$ cat src/rtl/tt_um_out_buffer.sv
// Output stage of the ternary matrix-vector multiplier: requantizes per-row dot products
// into a two-bank frame buffer and streams completed frames out one element per handshake.
module tt_um_out_buffer #(
    parameter int OutLen   = 8,
    parameter int InWidth  = 12,
    parameter int BitWidth = 8
) (
    input  logic                       clk,
    input  logic                       rst,
    input  logic                       in_valid,
    input  logic [$clog2(OutLen)-1:0]  in_row,
    input  logic [InWidth-1:0]         in_data,
    input  logic [3:0]                 cfg_shift,
    input  logic                       cfg_relu,
    output logic                       out_valid,
    input  logic                       out_ready,
    output logic [BitWidth-1:0]        out_data,
    output logic                       out_last,
    output logic                       overflow,
    output logic                       seq_err,
    output logic                       busy,
    output logic                       dbg_state
);
    localparam int RowW = $clog2(OutLen);
    localparam logic [RowW-1:0] LastRow = RowW'(OutLen - 1);
    localparam logic signed [InWidth-1:0] SatMax = InWidth'((1 << (BitWidth - 1)) - 1);
    localparam logic signed [InWidth-1:0] SatMin = InWidth'(-(1 << (BitWidth - 1)));

    typedef enum logic {IDLE, CAPTURE} state_t;

    state_t              state_q, state_d;
    logic [RowW-1:0]     exp_row_q, exp_row_d;
    logic [RowW-1:0]     rd_idx_q;
    logic                wr_bank_q, rd_bank_q;
    logic [1:0]          full_q, full_d;
    logic                overflow_q, seq_err_q;
    logic [BitWidth-1:0] mem_q [2][OutLen];

    logic                       wr_en, frame_done, set_ovf, set_seq;
    logic                       rd_hs, rd_done, bank_free;
    logic signed [InWidth-1:0]  shifted, relu_v;
    logic [BitWidth-1:0]        rq_val;

    always_comb begin
        shifted = $signed(in_data) >>> cfg_shift;
        relu_v  = shifted;
        rq_val  = shifted[BitWidth-1:0];
        if (cfg_relu && shifted < 0) relu_v = '0;
        if (relu_v > SatMax)      rq_val = SatMax[BitWidth-1:0];
        else if (relu_v < SatMin) rq_val = SatMin[BitWidth-1:0];
        else                      rq_val = relu_v[BitWidth-1:0];
    end

    assign rd_hs   = full_q[rd_bank_q] & out_ready;
    assign rd_done = rd_hs & (rd_idx_q == LastRow);
    // The write bank counts as free when its final element leaves this very cycle.
    assign bank_free = !full_q[wr_bank_q] | (rd_done & (rd_bank_q == wr_bank_q));

    always_comb begin
        state_d    = state_q;
        exp_row_d  = exp_row_q;
        wr_en      = 1'b0;
        frame_done = 1'b0;
        set_ovf    = 1'b0;
        set_seq    = 1'b0;
        if (in_valid) begin
            if (state_q == CAPTURE && in_row == exp_row_q) begin
                wr_en = 1'b1;
                if (in_row == LastRow) begin
                    frame_done = 1'b1;
                    state_d    = IDLE;
                end else begin
                    exp_row_d = exp_row_q + RowW'(1);
                end
            end else begin
                // Partial frame is abandoned; a row 0 may restart in the same cycle.
                if (state_q == CAPTURE || in_row != '0) set_seq = 1'b1;
                state_d = IDLE;
                if (in_row == '0) begin
                    if (bank_free) begin
                        wr_en     = 1'b1;
                        state_d   = CAPTURE;
                        exp_row_d = RowW'(1);
                    end else begin
                        set_ovf = 1'b1;
                    end
                end
            end
        end
    end

    always_comb begin
        full_d = full_q;
        if (rd_done)    full_d[rd_bank_q] = 1'b0;
        if (frame_done) full_d[wr_bank_q] = 1'b1;
    end

    always_ff @(posedge clk) begin
        if (rst) begin
            state_q    <= IDLE;
            exp_row_q  <= '0;
            rd_idx_q   <= '0;
            wr_bank_q  <= 1'b0;
            rd_bank_q  <= 1'b0;
            full_q     <= '0;
            overflow_q <= 1'b0;
            seq_err_q  <= 1'b0;
        end else begin
            state_q    <= state_d;
            exp_row_q  <= exp_row_d;
            full_q     <= full_d;
            overflow_q <= overflow_q | set_ovf;
            seq_err_q  <= seq_err_q | set_seq;
            if (frame_done) wr_bank_q <= ~wr_bank_q;
            if (rd_done) begin
                rd_bank_q <= ~rd_bank_q;
                rd_idx_q  <= '0;
            end else if (rd_hs) begin
                rd_idx_q <= rd_idx_q + RowW'(1);
            end
        end
    end

    always_ff @(posedge clk) begin
        if (rst) begin
            for (int b = 0; b < 2; b++)
                for (int r = 0; r < OutLen; r++)
                    mem_q[b][r] <= '0;
        end else if (wr_en) begin
            mem_q[wr_bank_q][in_row] <= rq_val;
        end
    end

    assign out_valid = full_q[rd_bank_q];
    assign out_data  = mem_q[rd_bank_q][rd_idx_q];
    assign out_last  = out_valid & (rd_idx_q == LastRow);
    assign overflow  = overflow_q;
    assign seq_err   = seq_err_q;
    assign busy      = (state_q == CAPTURE) | full_q[0] | full_q[1];
    assign dbg_state = (state_q == CAPTURE);
endmodule

$ cat config.mk
export PLATFORM = sky130hd
export DESIGN_NAME = tt_um_out_buffer
export DESIGN_NICKNAME = d
export VERILOG_FILES = /design/src/rtl/tt_um_out_buffer.sv
export SDC_FILE = /design/constraint.sdc
export NUM_CORES = 1
export LEC_CHECK = 0
export CORE_ASPECT_RATIO = 0.75
export CORE_MARGIN = 2
export CORE_UTILIZATION = 40
export DETAILED_ROUTE_END_ITERATION = 6
export PLACE_DENSITY = 0.6
export SLEW_MARGIN = 20
export SYNTH_ARGS = -nofsm -noshare
export SYNTH_HDL_FRONTEND = slang
export SYNTH_SLANG_ARGS = --single-unit
$ cat constraint.sdc
create_clock -name clk -period 4.45 [get_ports clk]
set_input_delay 0.445 -clock clk [delete_from_list [all_inputs] [get_ports clk]]
set_output_delay 0.445 -clock clk [all_outputs]
set_load 0.01 [all_outputs]
==> reports/results.tsv <==
stage	metric	value	unit
detailed_routing	routed vias/inst	5.89	
power	Peak VDD IR	0.000239	V
detailed_routing	Antenna Nets Post-Route	0	
floorplanning	starting density of the core	40.6	%
floorplanning	Die X	154	µm
synthesis	syn_nets	517	
synthesis	warnings from Yosys	0	
clocking	clock latency on the worst-skew pair	0.42	ns
global_route	first-pass GRT wire length	26900	µm
sta	RSZ-0062 raised after global routing	false	
clocking	Clk Tree Root Cell	clkbuf_16	
sta	final setup vio count	0	
synthesis	syn avg cell area	13.8	µm²
setup_path	worst r2r src	rd_idx_q[0]	
clocking	Clock Pin Slew Worst Setup and Hold Paths	0.06	ns
detailed_routing	DRT iter0 DRCs	519	
place	HPWL Detailed	11800	µm
sta	final-report max-slew violation count	0	
setup_path	Slowest cell on crit path	mux4_2	
hold_path	Hold Path Class	flop to flop	
power	Seq pwr share	45.2	%
finish	share of cells above drive strength 1	20.0	%
clocking	post-CTS sizing	0	
synthesis	#FFs+latches synth	142	
global_route	vias in the first global route	4590	
clocking	CTS sink count	142	
detailed_routing	routed len/inst	23.1	µm
detailed_routing	via count	4482	
detailed_routing	top layer in use	met4	
setup_path	Crit. End Element	output pin	
place	worst slack, placed	0.933	ns
synthesis	post-synthesis cell area	6780	µm²
sta	Setup TNS	0	ns
clocking	H-tree depth	4	
sta	Slew @ Worst Pin	1.00	ns
finish	final instance area	8110	µm²
synthesis	ys flop type	edfxtp_1	
setup_path	CP Data Arrival Time	2.93	ns
floorplanning	Core Region	16700	µm²
detailed_routing	Metal-1 WL	7710	µm
power	Sw Pwr	750	µW
power	Combinational Power Share	7.2	%
sta	Final WS setup	1.08	ns
clocking	CTS tree	done	
sta	max_slew headroom	33.0	%
setup_path	crit start category	flop	
finish	Layout area overhead	19.5	%
floorplanning	Chip Height	117	µm
floorplanning	Die Footprint	18000	µm²
clocking	clock tree buffer depth	2	
setup_path	worst path required time	4.01	ns
power	P_leak	0.00276	µW
clocking	total CTS buffers	17	
setup_path	Worst Path Class, Setup	flop to output pin	
synthesis	register area share after synthesis	60.8	%
job	Max Cap Viol	0	
global_route	antenna violations before repair	0	
floorplanning	num rows	41	
detailed_routing	Routed met3 length	1410	µm
global_route	largest net degree at the start of global routing	35	
hold_path	Worst Min Path Start	seq_err	
synthesis	async set-or-reset flop fraction in the synthesized netlist	0	%
finish	multi-input logic area	2530	µm²
setup_path	worst path cell trace	buf_4 -> mux4_2 -> mux4_2 -> clkdlybuf4s50_1	
power	clock share of power	47.6	%
finish	nets	560	
detailed_routing	WL met2	8140	µm
synthesis	Distinct cells, synth	54	
setup_path	most common cell type on the critical path	mux4_2	
sta	Setup Skew	0.0143	ns
finish	Antenna diodes	0	
setup_path	worst-path fanout max	32	
finish	Final Non-Filler Cells	761	
place	area post-placement	7450	µm²
place	Placed Cells	729	
setup_path	Crit path largest cell delay	0.60	ns
finish	Register Area	4130	µm²
sta	final hold violations	0	
sta	Final min period	3.37	ns
finish	fillers	1439	
power	PD cells	413	nW/µm²
synthesis	Synth Instances	490	
sta	Highest Clock Rate	296	MHz
power	Int Power	2600	µW
place	routability cong.	0.891	
synthesis	number of synthesized flops with an enable pin	128	
clocking	Hold Buf Count CTS	0	
place	# port buffers	37	
sta	Final Cycle Share	75.8	%
detailed_routing	drt total wl	17600	µm
clocking	Setup Buffers After CTS	0	
detailed_routing	drt first pass iters	6	
detailed_routing	drt drc	0	
outcome	status	finished clean	
floorplanning	# IOs	38	
global_route	Remaining Overflow, GRT	0	
power	Sw Ratio	22.4	%
global_route	total track usage	20.8	%
-- power by group through the flow --
stage | clock, µW | sequential [µW] | combinational (µW)
final | 1600 | 1510 | 240
after global routing | 1660 | 1520 | 257
after CTS | 1610 | 1510 | 237
after detailed placement | 0 | 1540 | 236
after global placement | 0 | 1540 | 232
after floorplan | 0 | 1530 | 142
-- final cells by class --
type                    count  share of cell area (%)
clock inverters            14                    2.82
flip-flops and latches    142                    50.9
well taps                 215                    3.32
multi-input cells         313                    31.2
inverters                   4                   0.185
clock buffers              18                    5.29
repair buffers             55                    6.24
-- worst max-delay path, delay by kind of cell, from the launching register on --
| family | cells | cell delay [ns] |
|---|---|---|
| buffers and inverters | 2 | 1.04 |
| DFF | 1 | 0.31 |
| muxes | 2 | 1.13 |
-- registers in the layout, indices dropped and copies added, names as in the netlist, named ones only --
register	flops
seq_err	1
wr_bank_q	1
rd_idx_q	3
full_q	2
exp_row_q	3
rd_bank_q	1
dbg_state	1
mem_q	128
overflow	1
-- worst paths after layout --
path | endpoint | slack (ns) | depth (start not counted)
worst max register to register | mem_q[1][33] | 1.48 | 7
worst min-delay path | seq_err | 0.46 | 2
worst min register to register | seq_err | 0.46 | 2
worst max-delay path | out_data[5] | 1.08 | 4
-- Yosys cell counts, types with 2 or more instances --
master,n,area (µm²)
nand4_1,2,12.5
nor4b_1,2,17.5
buf_1,4,15.0
o22ai_1,3,18.8
o21ai_0,11,55.1
a41o_1,2,20.0
and3_1,3,18.8
nand3_1,18,90.1
a31oi_1,2,12.5
o21a_1,4,30.0
dfxtp_1,14,280
nor2_1,88,330
nand2_1,33,124
nor2b_1,7,43.8
o32ai_1,2,17.5
xnor2_1,4,35.0
a21oi_1,20,100
mux2_2,6,67.6
or3_1,6,37.5
and2_1,3,18.8
buf_4,2,15.0
a31oi_2,5,62.6
nor3b_1,3,22.5
ha_1,3,37.5
edfxtp_1,128,3840
mux4_2,43,968
inv_1,4,15.0
nand2b_1,9,56.3
o41ai_1,2,17.5
mux2i_1,5,50.1
buf_2,5,25.0
nor3_1,6,30.0
clkbuf_1,20,75.1
-- through the flow --
step	total power, µW	hold WS, ns	util (%)
CTS	3360	0.460	48.5
detailed placement	1780	0.443	44.5
finish	3350	0.460	48.5
global route	3440	0.483	48.5
floorplan	1680	0.449	-
global placement	1770	0.437	44.5
-- cell families (layout without fill, tap and decap cells) --
kind of cell	Yosys count	in the layout	share of synthesized area (%)
AO/OA/AOI/OAI	67	67	7.32
XOR/XNOR	4	4	0.516
adder cells (fa/ha/maj)	3	3	0.553
buffers and inverters	35	91	2.14
flip-flops	142	142	60.8
multiplexers	55	55	16.4
AND/OR/NAND/NOR	184	184	12.3
-- cells in the final DEF (no fill, tap or decap), types with 7 or more instances in the layout --
cell	count
a21oi_1	20
buf_4	18
clkbuf_16	17
clkdlybuf4s50_1	37
dfxtp_1	13
edfxtp_1	128
mux4_2	43
nand2_1	33
nand2b_1	9
nand3_1	18
nor2_1	88
nor2b_1	7
o21ai_0	11
-- layer usage --
layer  vias to the layer above  global-route usage, %
met5                         -                      0
met4                         0                   6.42
met3                        24                   5.63
met2                       210                   32.5
met1                      2266                   28.9
li1                       1982                      -
Note: power is estimated with default switching activity, not from simulation.
